`src/rtl/xb_msg_deframer_pkg.sv`:
```
// Purpose: shared constants and helpers for the xillybus command deframer.
// Latency: n/a (package only).
// Backpressure: n/a (package only).
package xb_msg_deframer_pkg;

  // Deframer FSM encodings
  localparam logic [0:0] S_COLLECT = 1'b0;
  localparam logic [0:0] S_DELIVER = 1'b1;

  // Width of the channel field: ceil(log2(n_chan)), but never less than one bit
  function automatic int chan_bits(input int n_chan);
    int b;
    b = 0;
    for (int i = 0; i < 31; i++) begin
      if ((1 << i) < n_chan) b = i + 1;
    end
    return (b < 1) ? 1 : b;
  endfunction

endpackage

```
`src/rtl/xb_msg_deframer.sv`:
```
// Purpose: pop MSG_WORDS FWFT words, assemble one command, steer it one-hot by its channel field.
// Latency: msg_valid rises one cycle after the last word of a frame is popped.
// Backpressure: no pops while a command waits for msg_ready of its channel; stale partial frames time out.
module xb_msg_deframer
  import xb_msg_deframer_pkg::*;
#(
  parameter int XB_SIZE   = 32,
  parameter int MSG_WORDS = 3,
  parameter int N_CHAN    = 1,
  parameter int TIMEOUT   = 1024,
  parameter int CNT_W     = 16
) (
  input  logic                         CLK,
  input  logic                         RESET,
  input  logic                         pc_msg_valid,
  input  logic [XB_SIZE-1:0]           pc_msg,
  output logic                         pc_msg_ack,
  output logic [N_CHAN-1:0]            msg_valid,
  output logic [MSG_WORDS*XB_SIZE-1:0] msg,
  input  logic [N_CHAN-1:0]            msg_ready,
  output logic                         timeout_err,
  output logic                         chan_err,
  output logic [CNT_W-1:0]             msg_count
);

  localparam int CHAN_BITS = chan_bits(N_CHAN);
  localparam int IDX_W     = (MSG_WORDS > 1) ? $clog2(MSG_WORDS) : 1;
  localparam logic [IDX_W-1:0]   LAST_IDX = IDX_W'(MSG_WORDS - 1);
  localparam logic [CHAN_BITS:0] N_CHAN_L = (CHAN_BITS + 1)'(N_CHAN);

  logic [0:0]           state;
  logic [IDX_W-1:0]     idx;
  logic [CHAN_BITS-1:0] chan;
  logic                 chan_ok;
  logic                 frame_done;
  logic                 timeout_hit;

  // FWFT: popping is simply acknowledging the head word while collecting
  assign pc_msg_ack = pc_msg_valid && (state == S_COLLECT) && !RESET;
  assign frame_done = pc_msg_ack && (idx == LAST_IDX);

  // Channel comes from word 0; with single-word frames that is the word being popped right now
  always_comb begin
    chan = '0;
    if (N_CHAN > 1) begin
      chan = (idx == '0) ? pc_msg[XB_SIZE-1 -: CHAN_BITS] : msg[XB_SIZE-1 -: CHAN_BITS];
    end
  end

  assign chan_ok = ({1'b0, chan} < N_CHAN_L);

  // Inter-word idle timer, only present when a timeout is configured and frames span several words
  generate
    if (TIMEOUT > 0 && MSG_WORDS > 1) begin : g_timer
      localparam int TW = $clog2(TIMEOUT + 1);
      logic [TW-1:0] timer;

      assign timeout_hit = (state == S_COLLECT) && (idx != '0) && !pc_msg_ack &&
                           (timer == TW'(TIMEOUT - 1));

      // Count idle cycles inside a partial frame; any pop, empty frame or expiry restarts it
      always_ff @(posedge CLK) begin
        if (RESET || pc_msg_ack || (idx == '0) || (state != S_COLLECT) || timeout_hit) begin
          timer <= '0;
        end else begin
          timer <= timer + TW'(1);
        end
      end
    end else begin : g_no_timer
      assign timeout_hit = 1'b0;
    end
  endgenerate

  // Frame assembly, delivery handshake, error pulses and delivered-command counter
  always_ff @(posedge CLK) begin
    if (RESET) begin
      state       <= S_COLLECT;
      idx         <= '0;
      msg         <= '0;
      msg_valid   <= '0;
      timeout_err <= 1'b0;
      chan_err    <= 1'b0;
      msg_count   <= '0;
    end else begin
      timeout_err <= 1'b0;
      chan_err    <= 1'b0;
      case (state)
        S_COLLECT: begin
          if (pc_msg_ack) begin
            msg[int'(idx) * XB_SIZE +: XB_SIZE] <= pc_msg;
            if (frame_done) begin
              idx <= '0;
              if (chan_ok) begin
                state     <= S_DELIVER;
                msg_valid <= N_CHAN'(1) << chan;
              end else begin
                chan_err <= 1'b1;
              end
            end else begin
              idx <= idx + IDX_W'(1);
            end
          end else if (timeout_hit) begin
            idx         <= '0;
            timeout_err <= 1'b1;
          end
        end
        default: begin
          // Only the addressed channel's ready matters: msg_valid has a single bit set
          if (|(msg_valid & msg_ready)) begin
            msg_valid <= '0;
            msg_count <= msg_count + CNT_W'(1);
            state     <= S_COLLECT;
          end
        end
      endcase
    end
  end

endmodule

```
`config.mk`:
```
export PLATFORM = sky130hd
export DESIGN_NAME = xb_msg_deframer
export DESIGN_NICKNAME = d
export VERILOG_FILES = /design/src/rtl/xb_msg_deframer_pkg.sv /design/src/rtl/xb_msg_deframer.sv
export SDC_FILE = /design/constraint.sdc
export NUM_CORES = 1
export LEC_CHECK = 0
export ABC_AREA = 1
export BUFFER_PORTS_ARGS = -buffer_cell sky130_fd_sc_hd__buf_2
export CAP_MARGIN = 20
export CORE_MARGIN = 10
export CORE_UTILIZATION = 56
export DETAILED_ROUTE_END_ITERATION = 8
export GPL_TIMING_DRIVEN = 0
export PLACE_DENSITY = 0.91
export SYNTH_ARGS = -nofsm -noshare
export SYNTH_HDL_FRONTEND = slang
export SYNTH_SLANG_ARGS = --single-unit
```
`constraint.sdc`:
```
create_clock -name CLK -period 4.7 [get_ports CLK]
set_clock_uncertainty 0.15 [all_clocks]
set_input_delay 1.41 -clock CLK [delete_from_list [all_inputs] [get_ports CLK]]
set_output_delay 1.41 -clock CLK [all_outputs]
set_load 0.02 [all_outputs]
```
==> impl_metrics.yaml, run 1 <==
place:
  gp_congestion: 0.9344
  dpl.hpwl_um: 12730
  port-buffer-count: 149
floorplanning:
  die_w_um: 116.8
  coreArea_um2: 9196
  start_util_pct: 57.07
  fp-row-count: 35
  io_pins: 152
  die_h_um: 116.8
  die-area_um2: 13650
sta:
  hold_slack_ns: 0.3023
  hold_violations: 0
  min_period_ns: 3.729
  setup_violations: 0
  relSlewSlack_pct: 56.92
  fmax_mhz: 268.2
  grt_setup_unrepaired: "false"
  slew_violations: 0
  post-route-period-util_pct: 79.34
  fin_tns_setup_ns: 0
  tightest_slew_ns: 0.6461
synthesis:
  yosysSeqAreaShare_pct: 48.82
  synth_top_cell_by_area: "dfxtp_1"
  ys_async_sr_fraction_pct: 0
  synth_cells: 646
  ys.flop_type: "dfxtp_1"
  synth_top_family_by_area: "simple AND/OR/NAND/NOR gates"
  synth.most_common_cell: "dfxtp_1"
  netlist_area_um2: 5249
  synthMuxAreaShare_pct: 0
  synth_edf_count: 0
  synth-simple-area-share_pct: 26.44
  syn_area_per_cell_um2: 8.125
  synthAdderAreaFrac_pct: 1.669
  syn-num-nets: 689
  synth_common_cells: "dfxtp_1, nand2_1, nor2_1"
  ys_ff_latch: 128
  yosysWarnings: 0
  ys_types: 32
  synth_top_area_share_pct: 48.82
  synth_xor_area_share_pct: 1.168
  yosys-top-cells-area: "dfxtp_1, nand2_1, nor2_1, nand3_1, a21oi_1"
  synth-compound-area-share_pct: 15.35
worst_setup_path:
  end_kind: "primary output"
  startpoint_type: "input port"
  crit_fanout: 10
  worstPathArrival_ns: 2.17
  required_ns: 3.14
  path_class: "input port to primary output"
global_routing:
  grt_pass1_vias: 5577
  grtUsageTotal_pct: 26.55
  grt_pass1_wl_um: 28560
  grt_max_degree: 17
  antenna_found_initial: 2
  overflow: 0
route:
  via_per_inst: 6.179
  wl_um: 18830
  ant_nets: 0
  drtIter0Drc: 855
  wl_per_cell_um: 20.03
  vias: 5808
  route.detailed.drc: 0
  first_pass_iters: 6
clocking:
  postCtsSetupRepairBufs: 0
  cts_tree: "yes"
  htree_levels: 4
  cts-buffers-inserted: 17
  cts-root-buf: "clkbuf_8"
  hold_buffers: 0
  cts-resized-gates: 0
  clkLatencyLatePin_ns: 0.53
  clk_pin_slew_ns: 0.06
  clock-sinks: 128
  clockBufferDepth: 2
power:
  p_leak_uw: 0.003000
  pwr_density_cell_nw_per_um2: 398.0
  peakVddDrop_mv: 0.2219
finish:
  final-seq-area_um2: 2562
  fill_cells: 606
  multi_input_area_um2: 2346
  drive_gt1_share_pct: 29.30
  nets: 857
  area_growth_pct: 28.10
flow_run:
  cap_violations: 0
worst_hold_path:
  hold_path.class: "flip-flop to flip-flop"
outcome:
  outcome: "finished, final reports clean"
-- cell usage in the layout (no fill, tap or decap), types with 16 or more instances in the layout --
master,instances
nand2_1,95
o31ai_1,24
nand3_1,57
dfxtp_1,128
inv_1,28
nor3_2,24
a21oi_1,54
nor2_1,78
buf_2,167
clkbuf_16,16
o21ai_0,41
-- path summary, 6_finish.rpt --
check | startpoint | end | slack, ns | depth (start not counted)
setup / recovery | RESET | pc_msg_ack | 0.97 | 5
hold / removal | g_timer.timer[0] | g_timer.timer[0] | 0.30 | 1
setup reg to reg | idx[0] | msg[22] | 2.08 | 6
hold reg to reg | g_timer.timer[0] | g_timer.timer[0] | 0.30 | 1
-- state kept, by name, indices dropped and copies added, names as in the netlist --
| signal | count |
|---|---|
| state | 1 |
| msg_valid | 1 |
| timeout_err | 1 |
| msg | 96 |
| idx | 2 |
| msg_count | 16 |
| g_timer.timer | 11 |
-- cells by family after synthesis --
logic type / Yosys count
AO/OA/AOI/OAI: 139
other: 1
adder cells (fa/ha/maj): 7
flip-flops: 128
XOR/XNOR: 7
buffers and inverters: 77
AND/OR/NAND/NOR: 287
-- area by class of cell --
cell class	instances	area share, %
antenna	3	0.1116
inverter	35	1.991
tap	111	2.065
clock buffer	17	6.159
sequential	128	38.11
buffer	42	3.070
clock inverter	14	2.512
timing repair buffer	149	11.09
multi-input combinational	441	34.89
-- report_power, final --
group          switching, µW  leakage [µW]  internal [µW]
logic                    182       0.00169           63.1
registers               17.1       0.00104           1110
clock network            501      0.000272            803
-- stage by stage --
step / setup slack [ns] / power, µW / area [µm²] / util (%) / instances
floorplan: 1.277 / 1285 / 5249 / - / 646
CTS: 1.010 / 2652 / 6716 / 73.03 / 937
global route: 0.9636 / 2738 / 6721 / 73.09 / 939
global placement: 1.028 / 1367 / 6133 / 66.69 / 906
finish: 0.9709 / 2676 / 6724 / 73.12 / 940
detailed placement: 1.027 / 1376 / 6133 / 66.69 / 906
-- per-layer routing --
metal / vias to the layer above / wire length [µm] / share of wire [%] / track usage [%]
li1: 2526 / - / - / -
met1: 2677 / 6497 / 35 / 28.83
met2: 473 / 8947 / 48 / 43.98
met3: 132 / 2226 / 12 / 8.410
met4: 0 / 1158 / 6.1 / 17.13
met5: - / 0 / 0 / 0
-- critical path, cell delays in order --
cell and delay, ns:
buf_6 0.12, inv_4 0.14, nand3_4 0.14, inv_2 0.13, buf_2 0.21
Power figures use the tool's default switching activity.
==> run 2: changes to the inputs <==
--- a/config.mk
+++ b/config.mk
@@ -5,14 +5,14 @@
 export SDC_FILE = /design/constraint.sdc
 export NUM_CORES = 1
 export LEC_CHECK = 0
-export ABC_AREA = 1
+export ABC_AREA = 0
 export BUFFER_PORTS_ARGS = -buffer_cell sky130_fd_sc_hd__buf_2
 export CAP_MARGIN = 20
 export CORE_MARGIN = 10
-export CORE_UTILIZATION = 56
+export CORE_UTILIZATION = 46
 export DETAILED_ROUTE_END_ITERATION = 8
 export GPL_TIMING_DRIVEN = 0
-export PLACE_DENSITY = 0.91
+export PLACE_DENSITY = 0.82
 export SYNTH_ARGS = -nofsm -noshare
 export SYNTH_HDL_FRONTEND = slang
 export SYNTH_SLANG_ARGS = --single-unit
==> constraint.sdc (replaced) <==
create_clock -name CLK -period 3.3 [get_ports CLK]
set_clock_uncertainty 0.15 [all_clocks]
set_input_delay 0.99 -clock CLK [delete_from_list [all_inputs] [get_ports CLK]]
set_output_delay 0.99 -clock CLK [all_outputs]
set_load 0.02 [all_outputs]
==> run 2 against run 1 <==
Cell count decreased by 2.7%. Critical path depth shrank 1. Combinational power grew 20%. First-iteration DRC count decreased by 42%. Synthesized cell count fell by 7.4%. Largest power group unchanged. Global-route usage shrank 5.6 points. Die area is 12% higher. Hold slack got worse by 0.0033 ns.
==> impl_metrics.yaml, run 2 <==
finish:
  area_growth_pct: 31.82
  largest-register: "msg"
  reg_top3: "msg (96), msg_count (16), g_timer.timer (11)"
  diodes: 0
  instances_no_fill: 915
  drive_gt1_share_pct: 25.67
  nets: 810
  final_common_cell: "buf_2"
  mostFrequentLayoutCells: "buf_2, dfxtp_1, nand3_1"
  fin_util_pct: 62.48
  largest_reg_flops: 96
place:
  dp_cells: 884
  gp_congestion: 0.8139
  dpl.hpwl_um: 11700
  port-buffer-count: 150
synthesis:
  syn_area_per_cell_um2: 8.219
  synth_cells: 598
  ys.flop_type: "dfxtp_1"
  yosysWarnings: 0
  yosys-top-cells-area: "dfxtp_1, nand3_1, nand2_1, a21oi_1, o21ai_0"
  yosysSeqAreaShare_pct: 52.14
  synth_edf_count: 0
  ys_async_sr_fraction_pct: 0
  netlist_area_um2: 4915
  syn-num-nets: 641
  synth.most_common_cell: "dfxtp_1"
  ys_ff_latch: 128
  synth_common_cells: "dfxtp_1, nand3_1, nand2_1"
  synth_top_cell_by_area: "dfxtp_1"
  ys_types: 37
  synth_top_area_share_pct: 52.14
route:
  wl_um: 16460
  route.detailed.drc: 0
  drtIter0Drc: 496
  wl_per_cell_um: 17.99
  first_pass_iters: 6
  ant_nets: 0
  via_per_inst: 5.419
  vias: 4958
floorplanning:
  die_w_um: 123.4
  io_pins: 152
  fp-row-count: 37
  coreArea_um2: 10370
  die-area_um2: 15220
  start_util_pct: 47.39
  die_h_um: 123.4
flow_run:
  cap_violations: 0
clocking:
  clock-sinks: 128
  cts-root-buf: "clkbuf_8"
  cts_tree: "yes"
  clkLatencyLatePin_ns: 0.51
  clk_pin_slew_ns: 0.06
  htree_levels: 4
  cts-buffers-inserted: 17
  postCtsSetupRepairBufs: 0
  clockBufferDepth: 2
  hold_buffers: 0
  cts-resized-gates: 0
power:
  p_leak_uw: 0.002701
  p_switching_uw: 969.6
  seqPwrFrac_pct: 40.4
  internal_power_uw: 2965
  peakVddDrop_mv: 0.4283
  pwr-share-clk_pct: 52.2
  switching_share_pct: 24.65
  pwr-share-comb_pct: 7.4
  pwr_density_cell_nw_per_um2: 607.2
global_routing:
  grt_max_degree: 17
  grt_pass1_wl_um: 25410
  grtUsageTotal_pct: 20.94
  grt_pass1_vias: 4923
  antenna_found_initial: 0
  overflow: 0
worst_setup_path:
  path_class: "input port to primary output"
  required_ns: 2.16
  startpoint_type: "input port"
  end_kind: "primary output"
  crit_fanout: 10
  worstPathArrival_ns: 1.91
worst_hold_path:
  hold_path.class: "flip-flop to flip-flop"
sta:
  setup_violations: 0
  min_period_ns: 3.053
  post-route-period-util_pct: 92.52
  fin_tns_setup_ns: 0
  hold_violations: 0
  grt_setup_unrepaired: "false"
  relSlewSlack_pct: 49.60
  slew_violations: 0
  fmax_mhz: 327.5
  hold_slack_ns: 0.2990
  tightest_slew_ns: 0.7544
outcome:
  outcome: "finished, final reports clean"
[run 2: power groups by stage]
stage               combinational [µW]  sequential, µW  clock, µW
detailed placement                 285            1620          0
finish                             293            1590       2050
global route                       317            1590       2110
CTS                                288            1590       2060
floorplan                          132            1650          0
global placement                   284            1620          0
[run 2: layout make-up]
class / instances / area, µm²
Tap cell: 136 / 170.2
Fill cell: 933 / 3891
Multi-Input combinational cell: 416 / 2126
Sequential cell: 128 / 2562
Clock buffer: 17 / 414.1
Timing Repair Buffer: 150 / 750.7
Clock inverter: 14 / 229.0
Buffer: 45 / 192.7
Inverter: 9 / 33.78
[run 2: cells by family after synthesis]
| group | count (synthesis) | share of synthesized area, % |
|---|---|---|
| AO/OA/AOI/OAI | 97 | 10.39 |
| XOR/XNOR | 19 | 3.386 |
| adder cells (fa/ha/maj) | 7 | 1.782 |
| buffers and inverters | 54 | 4.608 |
| flip-flops | 128 | 52.14 |
| multiplexers | 2 | 0.4328 |
| other | 1 | 0.07630 |
| AND/OR/NAND/NOR | 290 | 27.19 |
[run 2: final timing paths]
check,startpoint,to,slack (ns),depth (start not counted)
worst max register to register,idx[0],msg[38],0.73,6
worst min register to register,g_timer.timer[0],g_timer.timer[0],0.30,1
worst min-delay path,g_timer.timer[0],g_timer.timer[0],0.30,1
worst max-delay path,pc_msg_valid,pc_msg_ack,0.25,4
[run 2: routing by layer]
layer / vias to the layer above / global-route usage, % / share of wire [%]
met3: 30 / 6.609 / 10
met2: 250 / 35.49 / 47
met1: 2307 / 24.58 / 41
li1: 2371 / - / -
met5: - / 0 / 0
met4: 0 / 6.987 / 1.9
[run 2: per-stage QoR]
step	worst slack (ns)	area (µm²)	total power, µW
floorplan	0.7379	4915	1783
global placement	0.3071	5836	1905
detailed placement	0.2999	5836	1907
CTS	0.2735	6479	3941
global route	0.1839	6479	4024
finish	0.2467	6479	3934
[run 2: critical path, stage by stage]
cell	delay [ns]
buf_2	0.12
nor3b_1	0.30
buf_2	0.29
buf_2	0.21
==> run 3: changes to the inputs <==
--- a/config.mk
+++ b/config.mk
@@ -9,10 +9,10 @@
 export BUFFER_PORTS_ARGS = -buffer_cell sky130_fd_sc_hd__buf_2
 export CAP_MARGIN = 20
 export CORE_MARGIN = 10
-export CORE_UTILIZATION = 46
+export CORE_UTILIZATION = 45
 export DETAILED_ROUTE_END_ITERATION = 8
 export GPL_TIMING_DRIVEN = 0
-export PLACE_DENSITY = 0.82
+export PLACE_DENSITY = 0.8
 export SYNTH_ARGS = -nofsm -noshare
 export SYNTH_HDL_FRONTEND = slang
 export SYNTH_SLANG_ARGS = --single-unit
==> run 3 against run 2 <==
Final area decreased by 0.81%. Critical path depth unchanged. Die area increased by 1.9%. Global-route usage decreased by 1.5 points. Utilization decreased by 2.7 points. Register-to-register slack got worse by 0.08 ns. Via count decreased by 0.44%. Sequential cell count unchanged. Total power decreased by 4.7%. Hold slack got worse by 0.0074 ns. Critical path type unchanged. Highest routed layer unchanged.
==> impl_metrics.yaml, run 3 (same netlist as run 2, synthesis figures left out) <==
outcome:
  outcome: "finished, final reports clean"
sta:
  fin_tns_setup_ns: 0
  relSlewSlack_pct: 49.09
  min_period_ns: 2.973
  post-route-period-util_pct: 90.10
  fmax_mhz: 336.3
  slew_violations: 0
  tightest_slew_ns: 0.7620
  setup_violations: 0
  hold_violations: 0
  grt_setup_unrepaired: "false"
route:
  vias: 4936
  via_per_inst: 5.365
  wl_um: 16020
  first_pass_iters: 5
  wl_per_cell_um: 17.41
  drtIter0Drc: 537
  route.detailed.drc: 0
  ant_nets: 0
worst_setup_path:
  startpoint_type: "input port"
  crit_family: "buffers and inverters"
  crit_cells: 4
  worst-path-buf-inv: 3
  worstPathArrival_ns: 1.83
  required_ns: 2.16
  end_kind: "primary output"
  r2r_cells: 6
  cpMostUsedCell: "buf_2"
  slowest_stage: "nor3b_1"
  cpPeakStageDelay_ns: 0.26
  path_class: "input port to primary output"
  path_cells: "buf_2, nor3b_1, buf_2, buf_2"
  crit_fanout: 10
clocking:
  htree_levels: 4
  clock-sinks: 128
  clk_pin_slew_ns: 0.06
  clkLatencyLatePin_ns: 0.51
  clockBufferDepth: 2
  cts_tree: "yes"
  cts-buffers-inserted: 17
  cts-resized-gates: 0
  cts-root-buf: "clkbuf_8"
  postCtsSetupRepairBufs: 0
  hold_buffers: 0
worst_hold_path:
  holdPathStages: 1
  hold_path.class: "flip-flop to flip-flop"
floorplanning:
  coreArea_um2: 10750
  die-area_um2: 15500
  io_pins: 152
  die_h_um: 124.5
  start_util_pct: 45.74
  die_w_um: 124.5
  fp-row-count: 38
finish:
  largest-register: "msg"
  reg_top3: "msg (96), msg_count (16), g_timer.timer (11)"
  diodes: 0
  final-seq-area_um2: 2562
  drive_gt1_share_pct: 25.64
  multi_input_area_um2: 2126
  fin_area_um2: 6426
  final_common_cell: "buf_2"
  largest_reg_flops: 96
  mostFrequentLayoutCells: "buf_2, dfxtp_1, nand3_1"
  area_growth_pct: 30.75
  nets: 810
  fill_cells: 996
global_routing:
  grtUsageTotal_pct: 19.49
  overflow: 0
  grt_pass1_wl_um: 25010
  grt_max_degree: 17
  grt_pass1_vias: 4669
  antenna_found_initial: 0
place:
  port-buffer-count: 150
  gp_congestion: 0.8315
  postPlaceCellArea_um2: 5841
  dpl.hpwl_um: 11910
power:
  peakVddDrop_mv: 0.3612
  pwr_density_cell_nw_per_um2: 583.2
  p_leak_uw: 0.002676
flow_run:
  cap_violations: 0
[run 3: cell count changes in the layout (fill, tap and decap cells not counted)]
cell and delta:
inv_6 +5, clkbuf_1 +1, inv_8 +1, bufinv_16 -3, clkinv_4 -3
[run 3: path summary, 6_finish.rpt]
path	start	end	slack, ns
max	pc_msg_valid	pc_msg_ack	0.33
min	g_timer.timer[0]	g_timer.timer[0]	0.29
max reg2reg	idx[0]	msg[54]	0.65
min reg2reg	g_timer.timer[0]	g_timer.timer[0]	0.29
[run 3: cell type report]
type / count / area share (%)
Sequential cell: 128 / 39.88
Multi-Input combinational cell: 416 / 33.08
Timing Repair Buffer: 150 / 11.68
Clock buffer: 18 / 6.503
Buffer: 45 / 2.998
Tap cell: 140 / 2.726
Clock inverter: 14 / 2.609
Inverter: 9 / 0.5257
[run 3: per-stage QoR]
step                utilization, %  instances  total power [µW]  hold WS, ns  worst slack (ns)
finish                       59.80        920              3747       0.2916            0.3269
global route                 59.80        920              3861       0.3160            0.2613
CTS                          59.80        920              3753       0.2980            0.3423
detailed placement           54.35        888              1908       0.2893            0.3494
global placement             54.35        888              1903       0.2779            0.3326
floorplan                        -        598              1783       0.2675            0.7379
[run 3: report_power, final]
group	switching, µW	internal (µW)
sequential	16.8	1570
combinational	213	77.0
clock	763	1100
[run 3: layer usage]
metal  up-vias  routed length (µm)  GRT usage (%)
li1       2375                   -              -
met1      2315                6801          24.18
met2       225                7299          30.40
met3        21                1677          7.660
met4         0                 238          5.963
met5         -                   0              0
